File: src/rtl/power_step_sequencer.sv
// Power-step load sequencer: holds the load blocks in reset, then ramps their
// toggle rate from a start percentage to an end percentage in fixed-dwell steps.
//
// state | meaning
// IDLE  | quiescent, loads held in reset, waiting for a start edge
// ARM   | loads held in reset for ARM_CYCLES before the ramp
// RAMP  | stepping toggle_rate toward the end rate, dwell cycles per rate
// DONE  | ramp finished, loads idle but out of reset, waiting for restart
module power_step_sequencer #(
  parameter int ARM_CYCLES = 16,
  parameter int DWELL_W    = 32
) (
  input  logic               clk,
  input  logic               rst,
  input  logic               start,
  input  logic               abort,
  input  logic [6:0]         cfg_start_rate,
  input  logic [6:0]         cfg_end_rate,
  input  logic [6:0]         cfg_step,
  input  logic [DWELL_W-1:0] cfg_dwell,
  input  logic [2:0]         cfg_en_mask,
  output logic               load_rst,
  output logic [6:0]         toggle_rate,
  output logic [2:0]         load_en,
  output logic               busy,
  output logic               done,
  output logic [7:0]         step_idx
);

  typedef enum logic [1:0] {S_IDLE, S_ARM, S_RAMP, S_DONE} state_t;

  localparam logic [DWELL_W-1:0] DWELL_ONE = {{(DWELL_W-1){1'b0}}, 1'b1};

  state_t             state;
  logic               start_q;
  logic               edge_ok;
  logic               start_edge;
  logic [7:0]         arm_cnt;
  logic [DWELL_W-1:0] dwell_cnt;
  logic [6:0]         start_rate_q;
  logic [6:0]         end_rate_q;
  logic [6:0]         step_q;
  logic [DWELL_W-1:0] dwell_q;
  logic [2:0]         mask_q;
  logic [7:0]         rate_cur;
  logic [7:0]         rate_end8;
  logic [7:0]         step8;
  logic [7:0]         rate_up;
  logic [7:0]         rate_nxt;

  function automatic logic [6:0] clamp_rate(input logic [6:0] r);
    return (r > 7'd100) ? 7'd100 : r;
  endfunction

  // edge_ok masks the first cycle after reset so a start held high through
  // release is not mistaken for a fresh request
  assign start_edge = start & ~start_q & edge_ok;

  assign rate_cur  = {1'b0, toggle_rate};
  assign rate_end8 = {1'b0, end_rate_q};
  assign step8     = {1'b0, step_q};
  assign rate_up   = rate_cur + step8;

  // one step toward the end rate, landing exactly on it rather than passing it
  always_comb begin
    rate_nxt = rate_end8;
    if (rate_end8 > rate_cur) begin
      if (rate_up < rate_end8) rate_nxt = rate_up;
    end else if ((rate_cur - rate_end8) > step8) begin
      rate_nxt = rate_cur - step8;
    end
  end

  always_ff @(posedge clk or posedge rst) begin
    if (rst) begin
      state        <= S_IDLE;
      start_q      <= 1'b0;
      edge_ok      <= 1'b0;
      load_rst     <= 1'b1;
      toggle_rate  <= '0;
      load_en      <= '0;
      busy         <= 1'b0;
      done         <= 1'b0;
      step_idx     <= '0;
      arm_cnt      <= '0;
      dwell_cnt    <= '0;
      start_rate_q <= '0;
      end_rate_q   <= '0;
      step_q       <= 7'd1;
      dwell_q      <= DWELL_ONE;
      mask_q       <= '0;
    end else begin
      start_q <= start;
      edge_ok <= 1'b1;
      if (abort) begin
        state       <= S_IDLE;
        load_rst    <= 1'b1;
        toggle_rate <= '0;
        load_en     <= '0;
        busy        <= 1'b0;
        done        <= 1'b0;
        step_idx    <= '0;
        arm_cnt     <= '0;
        dwell_cnt   <= '0;
      end else begin
        case (state)
          S_IDLE, S_DONE: begin
            if (start_edge) begin
              start_rate_q <= clamp_rate(cfg_start_rate);
              end_rate_q   <= clamp_rate(cfg_end_rate);
              step_q       <= (cfg_step == 7'd0) ? 7'd1 : cfg_step;
              dwell_q      <= (cfg_dwell == '0) ? DWELL_ONE : cfg_dwell;
              mask_q       <= cfg_en_mask;
              state        <= S_ARM;
              load_rst     <= 1'b1;
              toggle_rate  <= '0;
              load_en      <= '0;
              busy         <= 1'b1;
              done         <= 1'b0;
              step_idx     <= '0;
              arm_cnt      <= 8'(ARM_CYCLES - 1);
            end
          end
          S_ARM: begin
            if (arm_cnt == 8'd0) begin
              state       <= S_RAMP;
              load_rst    <= 1'b0;
              toggle_rate <= start_rate_q;
              load_en     <= mask_q;
              step_idx    <= '0;
              dwell_cnt   <= dwell_q - DWELL_ONE;
            end else begin
              arm_cnt <= arm_cnt - 8'd1;
            end
          end
          S_RAMP: begin
            if (dwell_cnt == '0) begin
              if (toggle_rate == end_rate_q) begin
                state       <= S_DONE;
                toggle_rate <= '0;
                load_en     <= '0;
                busy        <= 1'b0;
                done        <= 1'b1;
              end else begin
                toggle_rate <= 7'(rate_nxt);
                if (step_idx != 8'hFF) step_idx <= step_idx + 8'd1;
                dwell_cnt <= dwell_q - DWELL_ONE;
              end
            end else begin
              dwell_cnt <= dwell_cnt - DWELL_ONE;
            end
          end
          default: state <= S_IDLE;
        endcase
      end
    end
  end

endmodule

File: config.mk
export PLATFORM = sky130hd
export DESIGN_NAME = power_step_sequencer
export DESIGN_NICKNAME = d
export VERILOG_FILES = /design/src/rtl/power_step_sequencer.sv
export SDC_FILE = /design/constraint.sdc
export NUM_CORES = 1
export LEC_CHECK = 0
export ABC_CLOCK_PERIOD_IN_PS = 3800
export CORE_MARGIN = 2
export CORE_UTILIZATION = 36
export CTS_CLUSTER_SIZE = 20
export DETAILED_ROUTE_END_ITERATION = 10
export DONT_BUFFER_PORTS = 1
export PLACE_DENSITY = 0.53
export SLEW_MARGIN = 20
export SYNTH_ARGS = -nofsm -noshare
export SYNTH_HDL_FRONTEND = slang
export SYNTH_SLANG_ARGS = --single-unit
export TNS_END_PERCENT = 5
File: constraint.sdc
create_clock -name clk -period 3.8 [get_ports clk]
set_input_delay 0 -clock clk [delete_from_list [all_inputs] [get_ports clk]]
set_output_delay 0 -clock clk [all_outputs]
set_load 0.005 [all_outputs]
==> qor.csv <==
stage,metric,value,unit
outcome,status,"complete, no violations",
layout,fin_nets,1110,
route,drt_iter0_drc,562,
setup_path,path_class,reg -> reg,
power_and_ir_drop,leakage,4.20,nW
layout,final_core_util,0.448,
die,start_util,0.368,
place,dp_hpwl,16.2,mm
timing,rsz0062_at_grt,true,
logic_synthesis,synth.cell_area,7790,µm²
setup_path,startpoint_type,flop,
route,drc_errors,0,
logic_synthesis,yosys.area.top_type_share,0.379,
cts,clk_pin_slew,0.07,ns
die,die-area,22800,µm²
cts,clk_latency,0.43,ns
route,routedWlPerCell,17.5,µm
layout,layout_commonest_cell,nand2_1,
global_routing,grt_pass1_vias,6833,
timing,tightest_slew,1.05,ns
timing,report.final.slew_viol_count,0,
logic_synthesis,synth_edf_count,0,
die,core_area,21200,µm²
logic_synthesis,synth_warnings,0,
logic_synthesis,seq_area_frac_synth,0.389,
setup_path,rr_worst_depth,15,
setup_path,r2r_end,toggle_rate[6],
timing,setup_violations,0,
route,viasPerCell,5.49,
global_routing,grt_max_degree,79,
hold_path,hold_path_depth,3,
logic_synthesis,syn_nets,1037,
cts,cts_buffers,17,
place,gp_congestion,0.872,
setup_path,cp.arrival,3.99,ns
timing,maxSlewHeadroom,0.296,
global_routing,grt_overflow_total,0,
setup_path,cp-startpoint,step_q[0],
die,die_y,151,µm
die,ios,81,
timing,fin_crit,3.66,ns
timing,fin_skew,0.0105,ns
logic_synthesis,yosys-top-cells-area,"dfrtp_1 (38%), nand2_1 (8.6%), ha_1 (6.6%)",
setup_path,critical_path_required,4.13,ns
global_routing,grt_first_pass_wirelength,37.1,mm
power_and_ir_drop,powerDensity,767,nW/µm²
global_routing,grt_antenna_before_repair,0,
die,num_rows,53,
power_and_ir_drop,ir_worst_vdd,0.353,mV
logic_synthesis,synth.avg_cell_area,8.35,µm²
place,portBuffers,0,
run,maxCapViolations,0,
hold_path,hold_class,in -> reg,
timing,fmax,273,MHz
layout,fillCellCount,2047,
setup_path,r2r-start,step_q[0],
layout,antenna_cells,0,
setup_path,critPathMaxFanout,6,
die,fp.dieW,151,µm
cts,cts_root_buffer,clkbuf_16,
layout,layout_common_cells,"nand2_1 (178), dfrtp_1 (118), nor2_1 (86)",
logic_synthesis,postSynthCellCount,933,
cts,clock_sink_count,121,
layout,syn2layout_area_growth,21.8,%
route,routed_wl,22.6,mm
cts,cts_buffer_depth,2,
logic_synthesis,ys_seq_elements,121,
setup_path,end_kind,flop,
logic_synthesis,ys.flop_type,dfrtp_1,
logic_synthesis,synth_top_area_cell,dfrtp_1,
timing,setup_tns,0,ns
cts,tritoncts,built,
route,dr_total_vias,7105,
timing,fin_crit_sh,0.962,
route,firstDrtPassIters,5,
global_routing,grt_usage,0.209,
layout,drive_gt1_frac,0.100,
setup_path,r2r_slack,0.14,ns
route,ant_nets,0,
logic_synthesis,synthDistinctLibCells,71,
timing,finalHoldViolCount,0,
logic_synthesis,synthArstFlopShare,1.00,
cts,htree_levels,4,
setup_path,crit_end,toggle_rate[6],
-- state kept, by name, summed over array words and instances (netlist names) --
signal / count
start_rate_q: 7
start_q: 1
dwell_cnt: 32
load_en: 3
toggle_rate: 7
end_rate_q: 7
step_q: 7
state: 2
step_idx: 8
dwell_q: 32
done: 1
busy: 1
mask_q: 3
edge_ok: 1
arm_cnt: 8
load_rst: 1
-- cells in the mapped netlist, types with 10 or more instances --
master / number
nand2_1: 178
dfrtp_1: 118
nor2_1: 88
o21ai_0: 76
ha_1: 41
a21oi_1: 39
inv_1: 37
xnor2_1: 28
nor3_1: 27
clkbuf_1: 22
nand3_1: 22
nor4_1: 20
xor2_1: 19
nand4_1: 14
o21ai_1: 11
a22oi_1: 10
o22ai_1: 10
-- routing by layer --
layer  share of wire  GRT usage
met1            0.49      0.304
met2            0.45      0.319
met3           0.049     0.0434
met4           0.013     0.0523
met5               0          0
-- final cells by class --
class                      count  area, µm²  area share
clock buffer                  18        439      0.0463
clock inverter                14        126      0.0133
inverter                      37        144      0.0152
multi-input combinational    743       4580       0.483
sequential                   121       3030       0.320
tap                          275        344      0.0363
timing repair buffer          86        820      0.0864
-- power breakdown --
part / internal (mW) / switching, mW / leakage (nW) / total (mW)
combinational: 1.42 / 1.98 / 2.37 / 3.40
clock: 0.879 / 0.708 / 0.271 / 1.59
sequential: 1.78 / 0.504 / 1.56 / 2.29
total: 4.08 / 3.19 / 4.20 / 7.28
-- cells by family (layout without fill, tap and decap cells) --
| logic type | Yosys count | after routing | synth area share |
|---|---|---|---|
| AO/OA/AOI/OAI | 222 | 222 | 0.177 |
| XOR/XNOR | 47 | 47 | 0.0528 |
| adder cells (fa/ha/maj) | 44 | 44 | 0.0736 |
| buffers and inverters | 69 | 155 | 0.0357 |
| flip-flops | 121 | 121 | 0.389 |
| other | 1 | 1 | 0.000481 |
| AND/OR/NAND/NOR | 429 | 429 | 0.271 |
-- stage by stage --
| stage | setup slack [ns] | cell area, µm² | instances | hold WS, ns | power (mW) |
|---|---|---|---|---|---|
| 4_1_cts | 0.0721 | 9350 | 1289 | 0.00272 | 7.14 |
| 6_report | 0.143 | 9490 | 1294 | 0.0184 | 7.28 |
| 5_1_grt | -0.0576 | 9490 | 1294 | 0.0582 | 7.84 |
| 3_3_place_gp | 0.0537 | 8170 | 1196 | 0.0317 | 5.44 |
| 3_5_place_dp | 0.00605 | 8170 | 1196 | 0.0317 | 5.45 |
| 2_1_floorplan | 0.212 | 7790 | 933 | 0.0314 | 4.55 |
-- worst min-delay path by stage --
stage | slack, ns | endpoint | startpoint
after floorplan | 0.03 | start_q | start
after global placement | 0.03 | start_q | start
after detailed placement | 0.03 | start_q | start
after CTS | 0.003 | dwell_q[0] | cfg_dwell[6]
after global routing | 0.06 | end_rate_q[2] | cfg_end_rate[2]
final | 0.02 | load_en[1] | abort
-- critical path, cell delays in order, from the launching register on --
cell and delay, ns:
dfstp_2 0.55, ha_4 0.14, inv_2 0.04, fa_2 0.35, o21bai_1 0.18, a21oi_2 0.09
o21a_1 0.17, o21bai_1 0.17, xor2_1 0.23, ha_1 0.31, a211oi_2 0.23, nand3_1 0.13
nor4b_2 0.33, o21bai_4 0.22, nor2_1 0.08, o41ai_2 0.33
-- repair_timing --
item | in CTS | in global routing
setup endpoints to repair | 3 | 7
hold endpoints to repair | 169 | 1
hold buffers | 61 | 2
pin swaps | 0 | 11
resized for setup | 1 | 17
buffers inserted | 0 | 3
No activity file was read; power rests on OpenSTA's default activity.
